`src/rtl/wb_flush_ctrl_pkg.sv`:
```
// cpu_defs: shared encodings for the WB redirect/flush controller.
//   - exception codes (ECODE_TLBR selects the TLB-refill entry)
//   - flush_kind encodings reported on flush_kind
//   - controller FSM state encodings
package cpu_defs;

  localparam logic [5:0] ECODE_INT  = 6'h00;
  localparam logic [5:0] ECODE_PIL  = 6'h01;
  localparam logic [5:0] ECODE_PIS  = 6'h02;
  localparam logic [5:0] ECODE_PIF  = 6'h03;
  localparam logic [5:0] ECODE_PME  = 6'h04;
  localparam logic [5:0] ECODE_ADE  = 6'h08;
  localparam logic [5:0] ECODE_ALE  = 6'h09;
  localparam logic [5:0] ECODE_SYS  = 6'h0B;
  localparam logic [5:0] ECODE_BRK  = 6'h0C;
  localparam logic [5:0] ECODE_INE  = 6'h0D;
  localparam logic [5:0] ECODE_TLBR = 6'h3F;

  typedef enum logic [1:0] {
    FK_NONE    = 2'd0,
    FK_EXC     = 2'd1,
    FK_ERTN    = 2'd2,
    FK_REFETCH = 2'd3
  } flush_kind_e;

  typedef enum logic {
    ST_IDLE   = 1'b0,
    ST_SQUASH = 1'b1
  } flush_state_e;

endpackage

```
`src/rtl/wb_flush_ctrl_target_mux.sv`:
```
// flush_target_mux: priority select of the WB redirect source and its target.
//   wb_ex > ertn_flush > refetch; lower sources are ignored when a higher
//   one is set.
// Ports:
//   wb_ex, ertn_flush, refetch  redirect requests (already valid-gated)
//   wb_ecode                    exception code (TLBR picks csr_tlbrentry)
//   wb_pc                       PC of the WB instruction (refetch -> pc+4)
//   csr_eentry/tlbrentry/era    candidate targets
//   any                         some source is requesting
//   kind / target               selected kind and redirect PC
module flush_target_mux
  import cpu_defs::*;
#(
  parameter int PC_W = 32
) (
  input  logic            wb_ex,
  input  logic            ertn_flush,
  input  logic            refetch,
  input  logic [5:0]      wb_ecode,
  input  logic [PC_W-1:0] wb_pc,
  input  logic [PC_W-1:0] csr_eentry,
  input  logic [PC_W-1:0] csr_tlbrentry,
  input  logic [PC_W-1:0] csr_era,
  output logic            any,
  output flush_kind_e     kind,
  output logic [PC_W-1:0] target
);

  logic [PC_W-1:0] pc_next;

  // Wraps naturally at the top of the address space.
  assign pc_next = wb_pc + PC_W'(4);
  assign any     = wb_ex | ertn_flush | refetch;

  always_comb begin
    kind   = FK_NONE;
    target = '0;
    if (wb_ex) begin
      kind   = FK_EXC;
      target = (wb_ecode == ECODE_TLBR) ? csr_tlbrentry : csr_eentry;
    end else if (ertn_flush) begin
      kind   = FK_ERTN;
      target = csr_era;
    end else if (refetch) begin
      kind   = FK_REFETCH;
      target = pc_next;
    end
  end

endmodule

```
`src/rtl/wb_flush_ctrl.sv`:
```
// wb_flush_ctrl: central redirect/flush controller beside WB.
//   Issues a one-cycle flush with a resolved target when WB raises an
//   exception, ertn or refetch, then holds wb_squash until at least
//   SQUASH_MIN cycles have passed and the first post-redirect instruction
//   is accepted from MEM into WB.
// Ports:
//   clk, resetn                      clock, async active-low reset
//   wb_valid, wb_ex, wb_ecode        WB instruction and its exception
//   ertn_flush, refetch              other redirect requests
//   wb_pc, csr_eentry/tlbrentry/era  PC sources for the target
//   mem_to_wb_valid, wb_allow_in     MEM->WB handshake (closes the window)
//   flush, flush_target, flush_kind  redirect pulse and its description
//   wb_squash                        suppress WB side effects
//   flush_cnt                        saturating count of flushes
module wb_flush_ctrl
  import cpu_defs::*;
#(
  parameter int SQUASH_MIN = 2,
  parameter int PC_W       = 32
) (
  input  logic            clk,
  input  logic            resetn,
  input  logic            wb_valid,
  input  logic            wb_ex,
  input  logic [5:0]      wb_ecode,
  input  logic            ertn_flush,
  input  logic            refetch,
  input  logic [PC_W-1:0] wb_pc,
  input  logic [PC_W-1:0] csr_eentry,
  input  logic [PC_W-1:0] csr_tlbrentry,
  input  logic [PC_W-1:0] csr_era,
  input  logic            mem_to_wb_valid,
  input  logic            wb_allow_in,
  output logic            flush,
  output logic [PC_W-1:0] flush_target,
  output logic [1:0]      flush_kind,
  output logic            wb_squash,
  output logic [15:0]     flush_cnt
);

  localparam int CNT_W = (SQUASH_MIN > 1) ? $clog2(SQUASH_MIN) : 1;

  flush_state_e    state, state_nxt;
  logic [CNT_W-1:0] cnt, cnt_nxt;
  flush_kind_e     kind_q;
  logic [PC_W-1:0] target_q;

  logic            mux_any;
  flush_kind_e     mux_kind;
  logic [PC_W-1:0] mux_target;
  logic            evt;

  flush_target_mux #(.PC_W(PC_W)) u_mux (
    .wb_ex         (wb_ex),
    .ertn_flush    (ertn_flush),
    .refetch       (refetch),
    .wb_ecode      (wb_ecode),
    .wb_pc         (wb_pc),
    .csr_eentry    (csr_eentry),
    .csr_tlbrentry (csr_tlbrentry),
    .csr_era       (csr_era),
    .any           (mux_any),
    .kind          (mux_kind),
    .target        (mux_target)
  );

  // Squash is only ever outstanding in ST_SQUASH, so the IDLE state stands
  // in for ~wb_squash and breaks the loop through the output. resetn is
  // folded in so the combinational path stays quiet during reset.
  assign evt = resetn & wb_valid & (state == ST_IDLE) & mux_any;

  always_comb begin
    state_nxt    = state;
    cnt_nxt      = cnt;
    flush        = 1'b0;
    wb_squash    = 1'b0;
    flush_kind   = FK_NONE;
    flush_target = '0;
    case (state)
      ST_IDLE: begin
        if (evt) begin
          flush        = 1'b1;
          wb_squash    = 1'b1;
          flush_kind   = mux_kind;
          flush_target = mux_target;
          state_nxt    = ST_SQUASH;
          cnt_nxt      = CNT_W'(SQUASH_MIN - 1);
        end
      end
      ST_SQUASH: begin
        wb_squash    = 1'b1;
        flush_kind   = kind_q;
        flush_target = target_q;
        // Count down first; only once the minimum window has elapsed does
        // a MEM->WB accept (the redirected instruction) close it.
        if (cnt != '0)
          cnt_nxt = cnt - CNT_W'(1);
        else if (mem_to_wb_valid && wb_allow_in)
          state_nxt = ST_IDLE;
      end
      default: state_nxt = ST_IDLE;
    endcase
  end

  always_ff @(posedge clk or negedge resetn) begin
    if (!resetn) begin
      state     <= ST_IDLE;
      cnt       <= '0;
      kind_q    <= FK_NONE;
      target_q  <= '0;
      flush_cnt <= '0;
    end else begin
      state <= state_nxt;
      cnt   <= cnt_nxt;
      if (flush) begin
        kind_q   <= mux_kind;
        target_q <= mux_target;
        if (flush_cnt != 16'hFFFF) flush_cnt <= flush_cnt + 16'd1;
      end
    end
  end

endmodule
```
`config.mk`:
```
export PLATFORM = sky130hd
export DESIGN_NAME = wb_flush_ctrl
export DESIGN_NICKNAME = d
export VERILOG_FILES = /design/src/rtl/wb_flush_ctrl_pkg.sv /design/src/rtl/wb_flush_ctrl_target_mux.sv /design/src/rtl/wb_flush_ctrl.sv
export SDC_FILE = /design/constraint.sdc
export NUM_CORES = 1
export LEC_CHECK = 0
export CORE_ASPECT_RATIO = 2
export CORE_MARGIN = 3
export CORE_UTILIZATION = 41
export DETAILED_ROUTE_END_ITERATION = 6
export MAX_ROUTING_LAYER = met4
export PLACE_DENSITY = 0.81
export SLEW_MARGIN = 20
export SYNTH_ARGS = -nofsm -noshare
export SYNTH_HDL_FRONTEND = slang
export SYNTH_HIERARCHICAL = 1
export SYNTH_SLANG_ARGS = --single-unit
export TNS_END_PERCENT = 20
```
`constraint.sdc`:
```
create_clock -name clk -period 2.55 [get_ports clk]
set_input_delay 0.51 -clock clk [delete_from_list [all_inputs] [get_ports clk]]
set_output_delay 0.51 -clock clk [all_outputs]
set_load 0.01 [all_outputs]
```
==> out/results.txt, run 1 <==
The HPWL after detailed placement is 13.14 mm. The worst setup path is launched from an input pin. The first global-routing pass estimated 31.39 mm of wire. The fraction of layout instances using a drive strength above 1 came out at 0.4318. The remaining number of nets flagged by the antenna check after routing is 0.

For this run, the top clock speed supported by timing is 0.3560 GHz. Entering global routing, the biggest net connects 53 pins. The run gives 5 as the first-pass iteration count of the detailed router. The total power per unit cell area was 533.7 nW/um2; the number of remaining DRC errors was 0. The core box area was 9384 um2. Clock edge transition at the registers on the reported setup and hold paths: 0.07 ns.

The area growth from synthesis to layout is 107.6%. The pin slew with the least headroom to its limit is 0.6687 ns, and the worst-case reg-to-reg path depth is 15. VDD sags by at most 0.5553 mV.

Number of H-tree levels: 2. The final layout contains routed wiring with a total length of 24.33 mm. The congestion estimate from routability-driven global placement came to 0.9535. The type of the setup path with the least slack was input pin to output port. When the netlist entered floorplanning its net count stood at 675. The number of buffers added by the clock tree synthesis step was 5. The startpoint identified for the worst register-to-register timing path is state. Share of the cycle needed by the critical path after routing: 1.102. The tools report the worst clock skew as 0.002678 ns. The flow ran to the end, but the final reports show violations.

TritonCTS built the clock tree. After synthesis, the cell types taking the most area are dfrtp_1 33%, nand2_1 21%, xnor2_1 4.4%. Summing all multi-input logic gate instances after layout gives 3079 um2. Averaged over all synthesized cells, the footprint is 7.462 um2.

The type of the most critical hold path was input pin to async pin. At the worst endpoint, the arrival time is 2.30 ns. The via count of the first global-routing pass was 6176. In this run the vertical extent of the chip is 145.0 um.

Across all register-to-register paths, the minimum setup slack is 0.13 ns. The number of vias in the routed layout is 6098, and the worst max-slew margin expressed relative to the limit is 0.5542. In the final routed layout, each cell accounts on average for 24.36 um. The final critical delay including setup and external delays is 2.809 ns.

The largest area contributor in the synthesized netlist was dfrtp_1. Yosys printed 6 warnings. The logs give 0 for the max-cap violation count and 0.30 ns for the clock latency on the worst-skew pair. The critical path startpoint was wb_pc[16]. The floorplan has 50 rows.

The boundary pin count was 194. The area of the die was 10950 um2. Summing all non-filler instances in the final layout gives an area of 8228 um2. The setup slack of the critical path after layout was -0.2590 ns; the data required time at the worst endpoint was 2.04 ns. The analysis attributes to cell leakage a power of 3.938 nW.

Summing all placed instances gives a cell area of 6641 um2. The number of antenna violations at the first check in global routing is 1, and the die outline width is 75.52 um. The clock tree root driver cell was clkbuf_16. For this run, the post-layout net count is 1037.

The final reports fail on negative setup slack. The register area is 1301 um2, and the hold buffer count at cts is 0. Setup repair after global routing could not meet its margin everywhere. The maximum fanout count along the critical path is 4, and the total of endpoints with negative setup slack in the final report is 26.

In this run, the number of DRC markers left after iteration 0 of detailed routing was 533. CTS saw 52 sinks. The synthesized design contains 52 register bits.

The filler cell count is 457. Total global routing track utilization: 0.3885. Power comes to 0.004391 W. The logs give 0.3284 for the share of synthesized area occupied by flip-flops and latches and 531 for the number of instances in the synthesized netlist.

STA classifies the critical path endpoint as an output port. In the final timing run, aggregate negative setup slack is -2.588 ns. The total overflow left after global routing is 0. The capture instance of the worst register-to-register path was target_q[19]. The most critical setup path has its endpoint at flush_target[27]. In this run the tool buffered the top-level ports with 193 buffer cells. Using the TritonRoute via totals, the vias-per-cell ratio works out to 6.104. The number of different library cells used by synthesis comes to 45. For the max-slew violation count, the log shows 0. The share of the synthesized area in the top cell type works out to 0.3284. The logs give 2 for the maximum buffer depth of the clock tree and 3963 um2 for the mapped cell area.

The initial standard-cell utilization of the core was 0.4223; the number of endpoints with negative hold slack in the final report was 0.
area by class of cell:
cell class / instances / share of cell area
Timing Repair Buffer: 385 / 0.4284
Tap cell: 104 / 0.01582
Sequential cell: 52 / 0.1582
Antenna cell: 1 / 0.0003041
Multi-Input combinational cell: 443 / 0.3742
Inverter: 6 / 0.002737
Clock inverter: 2 / 0.004714
Clock buffer: 6 / 0.01566
worst min-delay path by stage:
stage / from / endpoint / slack [ns] / depth (start not counted)
after global placement: target_q[14] / target_q[14] / 0.46 / 2
after CTS: resetn / flush_cnt[13] / 0.43 / 2
after floorplan: resetn / cnt / 0.21 / 0
after detailed placement: target_q[20] / target_q[20] / 0.46 / 2
after global routing: resetn / target_q[19] / 0.45 / 2
final: resetn / target_q[19] / 0.42 / 2
critical path, stage by stage:
cell and delay, ns:
buf_6 0.08, nand4_1 0.17, buf_6 0.19, nor2_4 0.14, buf_6 0.12, buf_6 0.09, nand3_4 0.12, xor2_4 0.23
o21ai_4 0.30, nand2_2 0.11, nand2_1 0.09, buf_2 0.13
metal layers:
layer | vias up | part of all wire | track usage
met4 | 0 | 0.11 | 0.2539
met1 | 2854 | 0.29 | 0.3568
met3 | 207 | 0.095 | 0.1006
li1 | 2561 | - | -
met5 | - | 0 | -
met2 | 476 | 0.50 | 0.6659
metrics by stage:
| step | hold WS [ns] | std cells | worst slack, ns | util |
|---|---|---|---|---|
| after floorplan | 0.2144 | 531 | 0.1800 | - |
| after global placement | 0.4581 | 888 | -1.174 | 0.7077 |
| after detailed placement | 0.4622 | 888 | -1.177 | 0.7077 |
| after CTS | 0.4268 | 993 | -0.1446 | 0.8364 |
| after global routing | 0.4504 | 999 | -0.2920 | 0.8768 |
| final | 0.4155 | 999 | -0.2590 | 0.8768 |
synthesized netlist by cell type, drive strengths merged:
| cell type | instances |
|---|---|
| a2111oi | 1 |
| a211oi | 1 |
| a21oi | 6 |
| a221oi | 14 |
| a22oi | 14 |
| a31oi | 15 |
| a32oi | 3 |
| and2 | 3 |
| and3 | 8 |
| and4 | 7 |
| and4b | 1 |
| and4bb | 1 |
| buf | 8 |
| clkbuf | 22 |
| dfrtp | 52 |
| ha | 2 |
| inv | 6 |
| mux2 | 15 |
| mux2i | 1 |
| nand2 | 219 |
| nand2b | 2 |
| nand3 | 20 |
| nand3b | 1 |
| nand4 | 20 |
| nand4b | 1 |
| nor2 | 9 |
| nor2b | 3 |
| nor3 | 6 |
| nor4 | 6 |
| o21a | 1 |
| o21ai | 19 |
| or2 | 1 |
| or3 | 3 |
| or4 | 1 |
| xnor2 | 20 |
| xor2 | 19 |
power breakdown:
| group | total, W | leakage (nW) | switching [W] | internal (W) |
|---|---|---|---|---|
| registers | 0.00139 | 0.664 | 0.000246 | 0.00114 |
| logic | 0.00222 | 3.19 | 0.00118 | 0.00104 |
| clock network | 0.000781 | 0.0815 | 0.000313 | 0.000468 |
| total | 0.00439 | 3.94 | 0.00174 | 0.00265 |
cells by family after synthesis:
logic type / count (synthesis) / share of synthesized area
simple gates: 312 / 0.3701
compound gates: 74 / 0.1285
flops: 52 / 0.3284
xor+xnor: 39 / 0.08620
buf+inv: 36 / 0.03536
mux: 16 / 0.04515
fa+ha+maj: 2 / 0.006314
flip-flops by register name, indices dropped and copies added (netlist names):
register / count
cnt: 1
flush_cnt: 16
kind_q: 2
state: 1
target_q: 32
layout by cell type (no fill, tap or decap), drive strengths merged, types with 4 or more instances in the layout:
master / n
buf: 244
nand2: 219
clkdlybuf4s50: 118
dfrtp: 52
clkbuf: 21
nand4: 20
xnor2: 20
nand3: 20
xor2: 19
o21ai: 19
a31oi: 15
mux2: 15
a22oi: 14
a221oi: 14
nor2: 9
and3: 8
and4: 7
inv: 7
a21oi: 6
nor4: 6
nor3: 6
dlygate4sd2: 4
what timing repair did:
| action | 4_1_cts | 5_1_grt |
|---|---|---|
| gates resized for setup | 363 | 128 |
| buffers inserted | 99 | 14 |
| pin swaps | 61 | 74 |
| setup endpoints to repair | 36 | 43 |
| gates cloned | 1 | 0 |
Power figures use the tool's default switching activity.
==> run 2: changes to the inputs <==
- PLACE_DENSITY: 0.81 -> 0.86
==> out/results.txt, run 2 (synthesis gave the netlist of run 1 again) <==
The run finished, with violations left. The checks that failed: negative setup slack. For the initial standard-cell utilization of the core, the log shows 0.4223 (unchanged). The worst setup path is launched from an input pin. The logs give 0.002528 W (-4.7%) for the total internal power and 0.9957 (+4.4%) for the final RePlAce weighted congestion. The tools report the via count of the first global-routing pass as 5802 (-6.1%).

The number of remaining DRC errors was 0 (unchanged). The worst register-to-register path ends at target_q[20]. TritonCTS built the clock tree. The run gives 5 (unchanged) as the first-pass iteration count of the detailed router. Worst-path cell with the longest stage delay: nor4_4. For the data arrival time at the worst-slack endpoint, the log shows 2.13 ns (-0.17 ns). The hold buffer count at cts came out at 0 (unchanged). The remaining number of nets flagged by the antenna check after routing was 0 (unchanged). In the layout the commonest cells are 194 x nand2_1, 129 x buf_4, 119 x clkdlybuf4s50_1.

Part of the power in the clock network: 0.170 (-0.008). Number of buffers added by the clock tree synthesis step: 5 (unchanged). Relative to the synthesized area, the layout overhead comes to 95.99%. The flip-flop count of the largest register after layout was 32 (unchanged). The worst clock skew came out at 0.008310 ns (+0.005632 ns). The maximum cell stage delay along the critical path is 0.19 ns (-0.11 ns). The number of nets in the finished design is 999 (-3.7%), and the boundary pin count is 194 (unchanged).

The worst max-slew margin expressed relative to the limit was 0.5432 (-0.01099); the count of standard-cell rows was 50 (unchanged). The setup slack of the most critical reg-to-reg path is 0.30 ns (+0.17 ns). The data required time at the worst endpoint was 2.04 ns (about the same). Worst-case reg-to-reg path depth: 14 (-1).

Power dissipated by switching net loads: 0.001612 W (-7.3%). The logs give 9384 um2 (unchanged) for the core box area and 13.67 mm (+4.1%) for the HPWL after detailed placement. The tools report the utilization of the core after routing as 0.8276 (-0.04920).

The number of buffer and inverter instances along the worst setup path works out to 5 (unchanged). The timing endpoint of the critical path is flush_target[18]. Number of antenna violations at the first check in global routing: 0 (-1).

The number of H-tree levels came out at 2 (unchanged). In this run the worst setup path begins at wb_pc[2]. The tools report the total global routing track utilization as 0.3509 (-0.03751). The port buffer count was 193 (unchanged).

In this run the clock root is driven by a clkbuf_16. The total power per unit cell area is 533.0 nW/um2 (-0.12%). Maximum vdd drop: 0.6235 mV (+12%).

Number of vias in the routed layout: 5537 (-9.2%). The largest registers in the layout are target_q x32, flush_cnt x16, kind_q x2. Type of the most critical hold path: input pin to async pin. The per-cell via count in the routed design was 5.768 (-5.5%); the pin slew with the least headroom to its limit was 0.6851 ns (+0.01648 ns). The gate family responsible for the most delay along the worst path was buffers and inverters.

The height of the die was 145.0 um (unchanged); the share of the cycle needed by the critical path after routing was 1.035 (-0.06683). The final critical delay including setup and external delays is 2.639 ns (-0.1704 ns), and the violation count after the first detailed-routing iteration is 347 (-35%). Register ranked first by flip-flop count: target_q. The tools report the total of endpoints with negative setup slack in the final report as 11 (-58%). The maximum number of pins on one net before global-route repair is 53 (unchanged), and the aggregate global routing overflow is 0 (unchanged).

Number of endpoints with negative hold slack in the final report: 0 (unchanged). The wire length reported by the detailed router came out at 19.82 mm (-19%). Setup repair after global routing could not meet its margin everywhere. The critical path depth came out at 13 (+1).

The die outline width works out to 75.52 um (unchanged). The library cell used most frequently in the layout, excluding fill and tap cells, is nand2_1. The run gives 0 (-1) as the diode insertion count for antenna repair. The maximum fanout count along the critical path works out to 2 (-2).

The fraction of layout instances using a drive strength above 1 was 0.4030 (-0.02873). The wire length of the first global-routing pass is 28.62 mm (-8.8%), and the max-cap violation count is 0 (unchanged). The switching part of the total power is 0.3893 (-0.006629), and the setup slack of the critical path after layout is -0.08862 ns (+0.1704 ns). Traced cell by cell, the critical path runs through buf_8 > ha_4 > nand4_1 > buf_4 > nor4_4 > buf_4 > buf_6 > nand3_4 > xor2_2 > o21ai_1 > nand2_1 > nand2_2 > buf_6.

The run gives 3.721 nW (-5.5%) as the static leakage. The summed negative setup slack over all endpoints is -0.3497 ns (+2.239 ns), and the clock latency on the worst-skew pair is 0.30 ns (about the same). The clock edge transition at the registers on the reported setup and hold paths is 0.08 ns (about the same). The sequential group share of total power is 0.328 (+0.012), and the mean routed wirelength per cell is 20.64 um (-15%). Maximum buffer depth of the clock tree: 2 (unchanged). Maximum frequency from static timing analysis: 0.3790 GHz (+6.5%). Type of the setup path with the least slack: input pin to output port. Area of the die: 10950 um2 (unchanged). The logs give 0.502 (-0.005) for the combinational power share and 0 (unchanged) for the max-slew violation count. The element type at the critical path end was an output port. The tools report the launch point of the worst reg-to-reg path as state.

The run gives 52 (unchanged) as the number of sinks driven by the clock tree.
## run 2: cell count changes in the layout (fill, tap and decap cells not counted), moves of 3 or more
cell | before | now
buf_6 | 70 | 35
buf_2 | 21 | 33
buf_4 | 139 | 129
clkbuf_2 | 15 | 5
clkdlybuf4s15_2 | 1 | 5
and4_4 | 6 | 3
mux2_2 | 6 | 9
mux2_4 | 9 | 6
nand3_1 | 12 | 15
nand3_4 | 5 | 2
## run 2: worst register-to-register path: stages (launching register included)
cell,delay (ns)
dfrtp_1,0.38
nand4b_1,0.27
inv_4,0.19
buf_6,0.14
buf_16,0.15
nand2_2,0.07
buf_4,0.13
buf_4,0.12
buf_4,0.12
buf_4,0.12
buf_4,0.12
buf_4,0.12
buf_4,0.12
buf_4,0.13
nand2_2,0.04
## run 2: worst min path at each step
stage	slack [ns]	from	to
2_1_floorplan	0.21	resetn	cnt
3_3_place_gp	0.46	target_q[16]	target_q[16]
3_5_place_dp	0.46	target_q[18]	target_q[18]
4_1_cts	0.42	resetn	target_q[24]
5_1_grt	0.44	resetn	target_q[18]
6_report	0.40	resetn	target_q[18]
## run 2: timing repair
action,4_1_cts,5_1_grt
pin swaps,63,66
gates resized for setup,370,82
buffers inserted,49,16
endpoints found under the hold margin,0,0
endpoints found under the setup margin,36,37
cloned,2,0
## run 2: area by class of cell
class	instances	area, um2
inverters	6	25.02
clock buffers	5	125.1
well taps	104	130.1
clock inverters	3	25.02
fillers	561	1618
multi-input cells	443	3010
flip-flops and latches	52	1301
repair buffers	347	3149
## run 2: routing by layer
metal  share of wire  global-route usage
met5               0                   -
met3           0.071             0.06935
met4           0.078              0.2548
met1            0.31              0.3124
met2            0.55              0.6122
## run 2: stage by stage
step                      hold slack [ns]  cell area, um2  std cells  power (W)  setup WS, ns
after floorplan                    0.2144            3963        531   0.002152        0.1800
after global placement             0.4578            6689        896   0.003262        -1.166
after detailed placement           0.4628            6689        896   0.003323        -1.154
after CTS                          0.4227            7413        949   0.003993       -0.1290
after global routing               0.4429            7766        960   0.004377       -0.1848
final                              0.3967            7766        960   0.004140      -0.08862
## run 2: power by group through the flow
stage	combinational [W]	clock (W)	sequential (W)
after floorplan	0.000826	0	0.00133
after global placement	0.00193	0	0.00133
final	0.00208	0.000704	0.00136
after detailed placement	0.00196	0	0.00136
after global routing	0.00224	0.000739	0.00139
after CTS	0.00194	0.000708	0.00135
